--- src/rtl/conv_layer_sequencer.sv ---
// rtl/conv_layer_sequencer.sv - command sequencer for the conv layer input interface and kernel array
//
// Issues PRELOAD/SHIFT/LOAD commands to the conv input interface. Each image takes
// NUM_FEATURE kernels x NUM_ROW rows. A run covers NUM_IMAGE images, or repeats images
// until stop when continuous=1. Every accepted SHIFT_FIN is tagged with its
// {feature, row} and carried through a FIN_LATENCY-deep pipe, so the tag lines up with
// the kernel result.
//
// Ports:
//   clk, rst             clock; asynchronous active-high reset
//   enable               0 freezes the FSM and forces cmd to IDLE
//   start, continuous    begin a run (sampled in IDLE); repeat images until stop
//   stop                 finish the current image, then end the run
//   input_interface_ack  0 none, 1 PRELOAD_FIN, 2 SHIFT_FIN, 3 LOAD_FIN (one-cycle pulse)
//   input_interface_cmd  0 IDLE, 1 PRELOAD, 2 SHIFT, 3 LOAD (one-cycle pulse)
//   kernel_array_clear   pulse the cycle after each accepted SHIFT_FIN
//   kernel_calc_fin      kernel result valid, FIN_LATENCY cycles after its SHIFT_FIN
//   feature_idx/row      tag of the result; holds while kernel_calc_fin=0
//   image_calc_fin       with the last kernel_calc_fin of an image
//   busy, done, err      run in progress; end-of-run pulse; sticky protocol error

module conv_layer_sequencer #(
    parameter int NUM_FEATURE = 3,
    parameter int NUM_ROW     = 6,
    parameter int NUM_IMAGE   = 1,
    parameter int FIN_LATENCY = 3,
    parameter int IDX_W       = (NUM_FEATURE > 1) ? $clog2(NUM_FEATURE) : 1,
    parameter int ROW_W       = (NUM_ROW > 1) ? $clog2(NUM_ROW) : 1,
    parameter int IMG_W       = (NUM_IMAGE > 1) ? $clog2(NUM_IMAGE) : 1
) (
    input  logic             clk,
    input  logic             rst,
    input  logic             enable,
    input  logic             start,
    input  logic             continuous,
    input  logic             stop,
    input  logic [1:0]       input_interface_ack,
    output logic [1:0]       input_interface_cmd,
    output logic             kernel_array_clear,
    output logic             kernel_calc_fin,
    output logic [IDX_W-1:0] feature_idx,
    output logic [ROW_W-1:0] feature_row,
    output logic             image_calc_fin,
    output logic             busy,
    output logic             done,
    output logic             err
);

    localparam logic [1:0] CMD_IDLE        = 2'd0;
    localparam logic [1:0] CMD_PRELOAD     = 2'd1;
    localparam logic [1:0] CMD_SHIFT       = 2'd2;
    localparam logic [1:0] CMD_LOAD        = 2'd3;
    localparam logic [1:0] ACK_NONE        = 2'd0;
    localparam logic [1:0] ACK_PRELOAD_FIN = 2'd1;
    localparam logic [1:0] ACK_SHIFT_FIN   = 2'd2;
    localparam logic [1:0] ACK_LOAD_FIN    = 2'd3;

    localparam logic [IDX_W-1:0] W_LAST   = IDX_W'(NUM_FEATURE - 1);
    localparam logic [ROW_W-1:0] ROW_LAST = ROW_W'(NUM_ROW - 1);
    localparam logic [IMG_W-1:0] IMG_LAST = IMG_W'(NUM_IMAGE - 1);

    typedef enum logic [2:0] {
        S_IDLE,
        S_PRELOAD,
        S_SHIFT,
        S_LOAD,
        S_DRAIN,
        S_DONE
    } state_t;

    state_t           state;
    logic [IDX_W-1:0] w;
    logic [ROW_W-1:0] row;
    logic [IMG_W-1:0] img;
    logic             stop_seen;
    logic             pend_valid;
    logic [1:0]       pend_ack;

    // Fin pipe. Tag fields only advance alongside a valid entry, so the output stage
    // keeps the last delivered tag between results without an extra hold register.
    logic [FIN_LATENCY-1:0] pipe_valid;
    logic [FIN_LATENCY-1:0] pipe_last;
    logic [IDX_W-1:0]       pipe_idx [FIN_LATENCY];
    logic [ROW_W-1:0]       pipe_row [FIN_LATENCY];

    logic [1:0] eff_ack;
    logic [1:0] exp_ack;
    logic       ack_bad;
    logic       shift_accept;
    logic       w_last;
    logic       row_last;
    logic       more_images;
    logic       pipe_empty;

    // While stalled the ack is parked in pend_ack. On the first enabled cycle the parked
    // ack takes priority over the live input.
    always_comb begin
        eff_ack = ACK_NONE;
        if (enable) begin
            eff_ack = pend_valid ? pend_ack : input_interface_ack;
        end
    end

    always_comb begin
        exp_ack = ACK_NONE;
        case (state)
            S_PRELOAD: exp_ack = ACK_PRELOAD_FIN;
            S_SHIFT:   exp_ack = ACK_SHIFT_FIN;
            S_LOAD:    exp_ack = ACK_LOAD_FIN;
            default:   exp_ack = ACK_NONE;
        endcase
    end

    assign ack_bad      = (eff_ack != ACK_NONE) && (eff_ack != exp_ack);
    assign shift_accept = (state == S_SHIFT) && (eff_ack == ACK_SHIFT_FIN);
    assign w_last       = (w == W_LAST);
    assign row_last     = (row == ROW_LAST);
    // A stop in the same cycle as the final SHIFT_FIN still ends the run.
    assign more_images  = continuous ? !(stop_seen || stop) : (img != IMG_LAST);
    assign pipe_empty   = (pipe_valid == '0);

    assign kernel_calc_fin = pipe_valid[FIN_LATENCY-1];
    assign feature_idx     = pipe_idx[FIN_LATENCY-1];
    assign feature_row     = pipe_row[FIN_LATENCY-1];
    assign image_calc_fin  = pipe_last[FIN_LATENCY-1];

    // The fin pipe keeps shifting during a stall, so results already in flight still land
    // on time.
    always_ff @(posedge clk or posedge rst) begin
        if (rst) begin
            pipe_valid <= '0;
            pipe_last  <= '0;
            for (int i = 0; i < FIN_LATENCY; i++) begin
                pipe_idx[i] <= '0;
                pipe_row[i] <= '0;
            end
        end else begin
            pipe_valid[0] <= shift_accept;
            pipe_last[0]  <= shift_accept & w_last & row_last;
            if (shift_accept) begin
                pipe_idx[0] <= w;
                pipe_row[0] <= row;
            end
            for (int i = 1; i < FIN_LATENCY; i++) begin
                pipe_valid[i] <= pipe_valid[i-1];
                pipe_last[i]  <= pipe_last[i-1];
                if (pipe_valid[i-1]) begin
                    pipe_idx[i] <= pipe_idx[i-1];
                    pipe_row[i] <= pipe_row[i-1];
                end
            end
        end
    end

    always_ff @(posedge clk or posedge rst) begin
        if (rst) begin
            state               <= S_IDLE;
            w                   <= '0;
            row                 <= '0;
            img                 <= '0;
            stop_seen           <= 1'b0;
            pend_valid          <= 1'b0;
            pend_ack            <= ACK_NONE;
            input_interface_cmd <= CMD_IDLE;
            kernel_array_clear  <= 1'b0;
            busy                <= 1'b0;
            done                <= 1'b0;
            err                 <= 1'b0;
        end else begin
            input_interface_cmd <= CMD_IDLE;
            kernel_array_clear  <= shift_accept;
            done                <= 1'b0;

            if (busy && stop) begin
                stop_seen <= 1'b1;
            end

            if (!enable) begin
                if (input_interface_ack != ACK_NONE) begin
                    if (pend_valid) begin
                        err <= 1'b1;
                    end else begin
                        pend_ack   <= input_interface_ack;
                        pend_valid <= 1'b1;
                    end
                end
            end else begin
                pend_valid <= 1'b0;
                // A fresh ack on the cycle a parked ack is consumed is a second ack.
                if (pend_valid && (input_interface_ack != ACK_NONE)) begin
                    err <= 1'b1;
                end
                if (ack_bad) begin
                    err <= 1'b1;
                end

                case (state)
                    S_IDLE: begin
                        if (start) begin
                            state               <= S_PRELOAD;
                            input_interface_cmd <= CMD_PRELOAD;
                            busy                <= 1'b1;
                            w                   <= '0;
                            row                 <= '0;
                            img                 <= '0;
                        end
                    end
                    S_PRELOAD: begin
                        if (eff_ack == ACK_PRELOAD_FIN) begin
                            state               <= S_SHIFT;
                            input_interface_cmd <= CMD_SHIFT;
                        end
                    end
                    S_SHIFT: begin
                        if (shift_accept) begin
                            if (!w_last) begin
                                w                   <= w + 1'b1;
                                input_interface_cmd <= CMD_SHIFT;
                            end else if (!row_last) begin
                                w                   <= '0;
                                row                 <= row + 1'b1;
                                state               <= S_LOAD;
                                input_interface_cmd <= CMD_LOAD;
                            end else begin
                                w   <= '0;
                                row <= '0;
                                if (more_images) begin
                                    img                 <= (img == IMG_LAST) ? '0 : img + 1'b1;
                                    state               <= S_PRELOAD;
                                    input_interface_cmd <= CMD_PRELOAD;
                                end else begin
                                    state <= S_DRAIN;
                                end
                            end
                        end
                    end
                    S_LOAD: begin
                        if (eff_ack == ACK_LOAD_FIN) begin
                            state               <= S_SHIFT;
                            input_interface_cmd <= CMD_SHIFT;
                        end
                    end
                    S_DRAIN: begin
                        if (pipe_empty) begin
                            state <= S_DONE;
                        end
                    end
                    S_DONE: begin
                        done      <= 1'b1;
                        busy      <= 1'b0;
                        stop_seen <= 1'b0;
                        state     <= S_IDLE;
                    end
                    default: state <= S_IDLE;
                endcase
            end
        end
    end

endmodule

--- config.mk ---
export PLATFORM = sky130hd
export DESIGN_NAME = conv_layer_sequencer
export DESIGN_NICKNAME = d
export VERILOG_FILES = /design/src/rtl/conv_layer_sequencer.sv
export SDC_FILE = /design/constraint.sdc
export NUM_CORES = 1
export LEC_CHECK = 0
export BUFFER_PORTS_ARGS = -buffer_cell sky130_fd_sc_hd__buf_2
export CAP_MARGIN = 20
export CORE_UTILIZATION = 50
export CTS_CLUSTER_DIAMETER = 40
export CTS_CLUSTER_SIZE = 20
export DETAILED_ROUTE_END_ITERATION = 7
export PLACE_DENSITY = 0.79
export RECOVER_POWER = 25
export SLEW_MARGIN = 25
export SYNTH_ARGS = -nofsm -noshare
export SYNTH_HDL_FRONTEND = slang
export SYNTH_SLANG_ARGS = --single-unit
--- constraint.sdc ---
create_clock -name clk -period 4 [get_ports clk]
set_input_delay 0.8 -clock clk [delete_from_list [all_inputs] [get_ports clk]]
set_output_delay 0.8 -clock clk [all_outputs]
set_load 0.05 [all_outputs]
# Word level (Yosys, flattened, before mapping)
# Index checks and enable logic that the tools add are counted.
# word_totals
word_cells	119
out_inout_bits	13
reg_bits	40
in_bits	8
# classes
eq_ne	20
n_reduce_logical	21
bitwise_logic	3
mux	52
n_addsub	3
# ops
operator	count
2-to-1 mux 3 bit	12
2-to-1 mux 1 bit	22
2-to-1 mux 2 bit	11
inequality test 2 bit, second input constant	8
case mux 3 bit (5 select lines)	1
AND reduction 7 bit	2
nonzero test 2 bit	6
== test 3 bit, second input constant	3
case mux 2 bit (4 select lines)	1
== test 2 bit, second input constant	3
== test 3 x 2 -> 1 bit, second input constant	2
logical NOT 3 bit	2
case mux 2 bit (3 select lines)	1
case mux 3 bit (2 select lines)	1
AND reduction 3 bit	2
AND reduction 5 bit	1
logical AND 1 bit	4
case mux 1 bit (2 select lines)	2
case mux 2 bit (2 select lines)	1
AND reduction 4 bit	1
adder 3 x 1 -> 3 bit, second input constant	1
== test 3 x 1 -> 1 bit, second input constant	1
inequality test 3 x 1 -> 1 bit, second input constant	1
adder 2 x 1 -> 2 bit, second input constant	1
8 further kinds	9

# Depth between registers and ports, before layout
# depth
word_depth	9
ltp_mapped	6
depth_no_buf	4

# Worst setup path after synthesis
# No wires, ideal clock.
# synth_path
path_type	input -> register
startpoint	input enable
endpoint	register pipe_idx[5] (netlist name)
setup_slack_ns	2.070
path_stages	5
required_time_ns	3.875
path_buffers	2
setup_ns	0.125
arrival_ns	1.805
path_cell_list	buf_4 > nor3b_4 > o211ai_2 > buf_6 > mux2_4
# synth_via
elab_chain_cells	3
# synth_lines
element	line_no	text
start: declaration	33	input logic enable,
2-to-1 mux 2 bit	99	if (enable) begin
== test 2 bit	115	assign shift_accept = (state == S_SHIFT) && (eff_ack == ACK_SHIFT_FIN);
logical AND 1 bit	115	
end signal: indexed assignment	148	pipe_idx[i] <= pipe_idx[i-1];
end: declaration	83	logic [IDX_W-1:0] pipe_idx [FIN_LATENCY];
# No other way between the ends.
# A chain may end at the register's enable or synchronous reset.

==> summary.txt <==
Clk sink count: 38
Vias: 1145
Vias in the first global route: 1086
Flop2flop setup slack: 2110 ps
Gr usage total: 19.6%
Final instance area: 1910 µm²
# nets final: 170
Failing checks: capacitance limit, slew limit
Worst-Skew Late Latency: 330 ps
Clock root cell: clkbuf_4
Core area: 3360 µm²
Drt drc: 0
Clock slew at reported path FFs: 110 ps
Relative slew slack: -29.6%
Final Hold Viols: 0
Setup_tns: 0 ps
Area Overhead vs Synth: 8.40%
Detail Placement HPWL: 2120 µm
CP Launch Type: input port
TritonCTS Buffers: 5
Antenna cells: 0
Yosys reg bits: 38
Worst min-delay path class: reg -> reg
Num rows: 21
Cts repair resizes: 0
Worst Skew: 2.85 ps
Final WL: 2990 µm
Die footprint: 3760 µm²
Global-route wire length before repair: 5090 µm
DR pass1 iterations: 4
CP Max Fanout: 38
Fmax: 444 MHz
Final cell count without fillers: 208
Tmin final: 2250 ps
RSZ-0062 raised after global routing: no
Post-Syn Area: 1760 µm²
Syn Inst Count: 146
Final Slew Violations: 39
Static leakage: 0.924 nW
Cell variety after synth: 40
Max-cap viol count: 1
Least-Margin Pin Slew: 1940 ps
Endpoint type of the worst setup path: asynchronous set/reset pin
Fin crit share: 56.3%
Finish-stage setup viols: 0
Initial core utilization: 52.3%
CTS tree: yes
Routed Antenna Nets: 0
Worst hold slack: 360 ps
Ys Warns: 0
Die X: 61.3 µm
Power Dens Cells: 564 nW/µm²
Drt wl/cell: 14.4 µm
Crit path DAT: 2340 ps
Critical path class: in -> async
Share of cells above drive strength 1: 30.2%
CP required: 4080 ps
H-tree Lvls: 2
Cell count after placement: 201
Drt first-iter violations: 29
Avg Inst Size Synth: 12.0 µm²
Die H: 61.3 µm
Setup bufs post-CTS: 0
Drt via density: 5.50
Largest net degree at the start of global routing: 39
Grt ovf: 0
Area post-placement: 1830 µm²
Sequential element share of the synthesized area: 54.1%
Status: complete, but fails checks
Worst vdd ir: 0.000312 V
CTS Hold Bufs: 0
Routability congestion estimate: 0.744
Syn_nets: 154
Clock Path Buffers: 2
Initial antenna violation count: 0
Number of port buffers: 20
I/O pins: 21
through the flow:
stage                     power (mW)  setup slack [ps]  util [%]
after floorplan                0.776              2070         -
after global placement         0.798              1890      54.4
after detailed placement       0.820              1840      54.4
after CTS                       1.08              2000      56.8
after global routing            1.14              1330      56.7
final                           1.08              1750      56.7
critical path, stage by stage:
cell      delay, ps
buf_2            90
inv_1            40
clkbuf_1       1390
power by group:
| part | switching, mW | internal, mW |
|---|---|---|
| logic | 0.155 | 0.113 |
| clock network | 0.120 | 0.146 |
| registers | 0.0803 | 0.461 |
| total | 0.356 | 0.720 |
cells by family after synthesis:
| logic type | count (synthesis) | synth area share, % |
|---|---|---|
| AOI/OAI and AO/OA | 31 | 15.9 |
| xor gates and xnor gates | 2 | 0.997 |
| buffers and inverters | 17 | 6.48 |
| DFF | 38 | 54.1 |
| muxes | 15 | 9.89 |
| and+or+nand+nor | 43 | 12.7 |
layout by cell type, fill, tap and decap left out, types with 2 or more instances in the layout:
cell and n:
o21ai_0 5, a21oi_1 3, nand2_1 20, xor2_1 2, o41ai_2 2, o21a_1 3
and4b_1 2, buf_2 20, mux2i_1 2, nand3b_1 3, dfrtp_1 38, a31oi_1 2
nor2_1 10, o31ai_1 3, inv_1 5, o211ai_1 2, clkbuf_4 5, mux2_2 11
mux2_4 2
flip-flops by register name, indices dropped and copies added, names as in the netlist, 2 cells and up:
signal and flops:
feature_idx 2, pipe_last 3, row 3, input_interface_cmd 2, pend_ack 2, state 3, w 2, pipe_idx 4
feature_row 3, pipe_row 6, pipe_valid 3
final timing paths:
kind                               start                  to  depth (start not counted)
min                         pipe_last[0]        pipe_last[1]                          0
max in group clk           pipe_valid[0]  kernel_array_clear                          1
min in group asynchronous            rst      feature_row[1]                          3
min reg2reg                 pipe_last[0]        pipe_last[1]                          0
max                                  rst         pipe_idx[4]                          3
max reg2reg                     state[1]         pipe_row[8]                          3
layout make-up:
type                    count  area (µm²)
inverters                   5        18.8
clock buffers               6        51.3
flip-flops and latches     38         951
multi-input cells          91         693
repair buffers             21         104
clock inverters             1        30.0
fillers                   311        1460
well taps                  46        57.6
per-layer routing:
metal / part of all wire [%] / GRT usage, %
met3: 2.8 / 6.30
met2: 49 / 31.4
met4: 1.3 / 6.82
met1: 47 / 25.1
met5: 0 / 0
cell usage after synthesis:
cell,number,area share [%]
a21oi_1,3,0.85
a221o_1,1,0.57
a2bb2oi_1,1,0.50
a31oi_1,2,0.71
and4b_1,2,1.1
and4bb_2,1,0.71
buf_2,1,0.28
buf_4,7,3.0
buf_6,3,1.9
clkbuf_1,1,0.21
dfrtp_1,38,54
inv_1,5,1.1
mux2_2,11,7.0
mux2_4,2,1.7
mux2i_1,2,1.1
nand2_1,20,4.3
nand2b_1,1,0.36
nand3_1,1,0.28
nand3b_1,3,1.3
nor2_1,10,2.1
nor2b_1,1,0.36
nor3_1,1,0.28
nor3b_4,1,1.1
o211ai_1,2,0.85
o211ai_2,1,0.71
o21a_1,3,1.3
o21ai_0,5,1.4
o21ba_4,1,0.93
o21bai_1,1,0.43
o22ai_1,1,0.36
o2bb2ai_1,1,0.50
o2bb2ai_2,1,0.85
o31ai_1,3,1.3
o31ai_2,1,0.71
o32ai_1,1,0.50
o41ai_2,2,1.9
o41ai_4,1,1.6
or3_1,1,0.36
or4_1,1,0.43
xor2_1,2,1.0
No activity file was read; power rests on OpenSTA's default activity.
